## src/rtl/i2s_master.sv

```systemverilog
// Free-running I2S transmitter: derives SCK/BCK/LCK from a 9-bit frame counter and
// serialises the captured mono sample MSB-first into both stereo slots.
module i2s_master (
    input  logic        CLK,
    input  logic        RESETn,
    input  logic [15:0] SMP,
    output logic        SCK,
    output logic        BCK,
    output logic        LCK,
    output logic        DIN
);

    localparam int unsigned CNT_W = 9;
    localparam int unsigned SMP_W = 16;
    localparam int unsigned POS_W = 5;
    localparam int unsigned IDX_W = 4;

    logic [CNT_W-1:0] r_cnt;
    logic [SMP_W-1:0] r_shadow;

    logic [CNT_W-1:0] w_cnt_nxt;
    logic             w_wrap;
    logic [POS_W-1:0] w_pos;
    logic [IDX_W-1:0] w_bit_idx;
    logic             w_din_nxt;

    // Decode the upcoming counter value so outputs match cnt right after each edge.
    always_comb begin
        w_cnt_nxt = r_cnt + CNT_W'(1);
        w_wrap    = (w_cnt_nxt == '0);
        w_pos     = w_cnt_nxt[7:3];
        w_bit_idx = IDX_W'(POS_W'(16) - w_pos);
        w_din_nxt = 1'b0;
        if ((w_pos >= POS_W'(1)) && (w_pos <= POS_W'(16))) begin
            w_din_nxt = r_shadow[w_bit_idx];
        end
    end

    // Counter, sample shadow and registered interface outputs.
    always_ff @(posedge CLK or negedge RESETn) begin
        if (!RESETn) begin
            r_cnt    <= '0;
            r_shadow <= '0;
            SCK      <= 1'b0;
            BCK      <= 1'b0;
            LCK      <= 1'b0;
            DIN      <= 1'b0;
        end else begin
            r_cnt <= w_cnt_nxt;
            if (w_wrap) begin
                r_shadow <= SMP;
            end
            SCK <= w_cnt_nxt[0];
            BCK <= w_cnt_nxt[2];
            LCK <= w_cnt_nxt[8];
            DIN <= w_din_nxt;
        end
    end

endmodule

```

## config.mk

```make
export PLATFORM = sky130hd
export DESIGN_NAME = i2s_master
export DESIGN_NICKNAME = d
export VERILOG_FILES = /design/src/rtl/i2s_master.sv
export SDC_FILE = /design/constraint.sdc
export NUM_CORES = 1
export LEC_CHECK = 0
export ABC_CLOCK_PERIOD_IN_PS = 6500
export CORE_UTILIZATION = 58
export CTS_CLUSTER_SIZE = 40
export DETAILED_ROUTE_END_ITERATION = 8
export GPL_TIMING_DRIVEN = 1
export PLACE_DENSITY = 0.84
export SLEW_MARGIN = 20
export SYNTH_ARGS = -nofsm -noshare
export SYNTH_HDL_FRONTEND = slang
export SYNTH_SLANG_ARGS = --single-unit
```

## constraint.sdc

```tcl
create_clock -name CLK -period 6.5 [get_ports CLK]
set_clock_uncertainty 0.2 [all_clocks]
set_input_delay 1.3 -clock CLK [delete_from_list [all_inputs] [get_ports CLK]]
set_output_delay 1.3 -clock CLK [all_outputs]
set_load 0.01 [all_outputs]
```

==> results.ini <==
[run_status]
outcome=completed

[floorplanning]
die_w_um=55.2
dieArea_um2=3050
fp-row-count=18
ios=22
initial_core_util_pct=63.9
fp.coreArea_um2=2570
die_h_um=55.2

[sta]
setup_violations=0
holdWs_ps=318
rsz0062_at_grt=no
layout_setup_ws_ps=3200
period_share_pct=50.8
tightest_slew_ps=855
fin_setup_tns_ps=0
slew_violations=0
hold_viol=0
slew-limit-headroom_pct=43.0
max_freq_mhz=303
period_minus_slack_ps=3300

[placement]
place.detailed.hpwl_um=2320
place_inst=187
place_congestion=0.897
pre_cts_ws_ps=3290
io_buffers=21
place_area_um2=1760

[detailed_routing]
drt-wirelength-per-cell_um=16.9
ant_nets=0
dr.pass1.iters=4
via_count=1246
drc=0
drt_iter0_markers=65
postRouteWirelength_um=3210
vias_per_cell=6.56

[clocking]
h-tree-depth=1
numCtsBuffers=3
clk_pin_slew_worst_paths_ps=140
clockRootBuffer=clkbuf_4
tritoncts=yes
cts.sinks=26
insertion_delay_ps=320
cts_setup_buffers=0
cts_hold_buf=0
cts_buffer_depth=2
ctsResizeCount=0

[min_path]
hold_class=flop to flop

[power_and_ir_drop]
max-vdd-ir-drop_mv=0.120
power.density_nw_per_um2=149
p_leak_nw=0.803
power_mw=0.266

[cells_and_area]
seqCellArea_um2=651
syn_to_final_growth_pct=8.54
insertedDiodeCount=0
post_layout_nonfiller_instances=190
fill_cells=205
utilization_pct=69.4
nets=183
design_area_um2=1780
layout_commonest_cell=dfrtp_1
drive_gt1_share_pct=15.6
layout.cells.most_common_list=dfrtp_1 (26), clkdlybuf4s50_1 (20), mux2_4 (10)
multi_input_area_um2=843

[setup_path]
crit_family=flip-flops
crit_path_end_kind=flop
crit_path_frequent_cell=inv_1
path_cells=inv_1, xnor2_1, inv_1, ha_1, xor2_1, and3_2, or2_2, o32a_1, a211oi_1
required_ps=6540
path_max_fanout=19
crit_path_start_kind=flop
critPathArrivalTime_ps=3350
cp_num_buf_inv=2
max_stage_delay_ps=760
critical_path_class=flop to flop
crit_slowest_cell=dfrtp_1

[global_route]
grt_max_degree=27
grt-ovfl-total=0
grt_pass1_wl_um=5600
grt_use_total_pct=22.9
grt_pass1_vias=1174
antenna_found_initial=0

[yosys]
synth_edf_count=0
syn-num-nets=170
synth_flop_cell=dfrtp_1
yosys-mux-area-fraction_pct=16.5
synth_seq_cells=26
synth-simple-area-share_pct=15.1
syn_area_um2=1640
synth_fa_ha_area_share_pct=2.29
ys_async_sr_fraction_pct=100
synth_top_family_by_area=multiplexers
ys_types=45
synth_compound_area_share_pct=13.8
yosys_warnings=0
seq_area_frac_synth_pct=39.6
synth_cells=149
synth-xor-area-share_pct=3.73
postSynthAreaPerCell_um2=11.0

[flow_run]
drv_cap=0

==> cells in the mapped netlist (2+ instances only) <==
cell type | number | area [µm²]
a41o_1 | 2 | 20.0
mux2_4 | 10 | 150
a2bb2oi_1 | 2 | 17.5
nand4_1 | 5 | 31.3
nand3_1 | 3 | 15.0
nand2_1 | 6 | 22.5
and3_1 | 2 | 12.5
a211oi_1 | 4 | 30.0
mux2_2 | 6 | 67.6
a21oi_1 | 6 | 30.0
and4_1 | 2 | 17.5
o31ai_1 | 3 | 22.5
clkbuf_1 | 4 | 15.0
mux2i_1 | 3 | 30.0
o21ai_0 | 4 | 20.0
inv_1 | 6 | 22.5
or3_1 | 6 | 37.5
buf_6 | 3 | 33.8
nor2_1 | 7 | 26.3
xor2_1 | 5 | 43.8
o211ai_1 | 2 | 15.0
nor3_1 | 4 | 20.0
o32ai_1 | 2 | 17.5
clkbuf_8 | 3 | 41.3
ha_1 | 3 | 37.5
xnor2_1 | 2 | 17.5
dfrtp_1 | 26 | 651
==> worst register-to-register path: stages (launching register included) <==
cell      delay (ps)
dfrtp_1          760
inv_1            360
xnor2_1          360
inv_1             80
ha_1             210
xor2_1           160
and3_2           250
or2_2            270
o32a_1           360
a211oi_1         220
==> path summary, 6_finish.rpt <==
kind | slack (ps) | from | endpoint | depth (start not counted)
max | 3200 | r_cnt[3] | DIN | 9
min | 320 | LCK | LCK | 1
max reg2reg | 3200 | r_cnt[3] | DIN | 9
min reg2reg | 320 | LCK | LCK | 1
max in group asynchronous | 4980 | RESETn | r_shadow[7] | 1
min in group asynchronous | 750 | RESETn | r_cnt[7] | 1
==> cells by family after synthesis <==
group                    count (synthesis)
AO/OA/AOI/OAI                           31
XOR/XNOR                                 7
adder cells (fa/ha/maj)                  3
buffers and inverters                   19
flip-flops                              26
multiplexers                            20
AND/OR/NAND/NOR                         43
==> routing by layer <==
| metal | share of wire (%) | wire length (µm) | track usage [%] | vias up |
|---|---|---|---|---|
| met5 | 0 | 0 | 0 | - |
| met4 | 2.3 | 74 | 8.93 | 0 |
| met3 | 6.2 | 199 | 2.81 | 10 |
| met2 | 48 | 1550 | 35.1 | 62 |
| met1 | 43 | 1390 | 33.0 | 594 |
| li1 | - | - | - | 580 |
==> state kept, by name, indices dropped and copies added, names as in the netlist <==
signal,count
DIN,1
LCK,1
r_cnt,8
r_shadow,16
==> power breakdown <==
part	internal [mW]	switching, mW
clock	0.0217	0.0479
sequential	0.167	0.00443
combinational	0.0169	0.00780
total	0.206	0.0601
==> final cells by class <==
| type | count | share of cell area, % |
|---|---|---|
| multi-input combinational | 104 | 47.3 |
| sequential | 26 | 36.5 |
| timing repair buffer | 21 | 11.5 |
| tap | 30 | 2.11 |
| clock buffer | 3 | 1.26 |
| inverter | 6 | 1.26 |
Power figures use the tool's default switching activity.
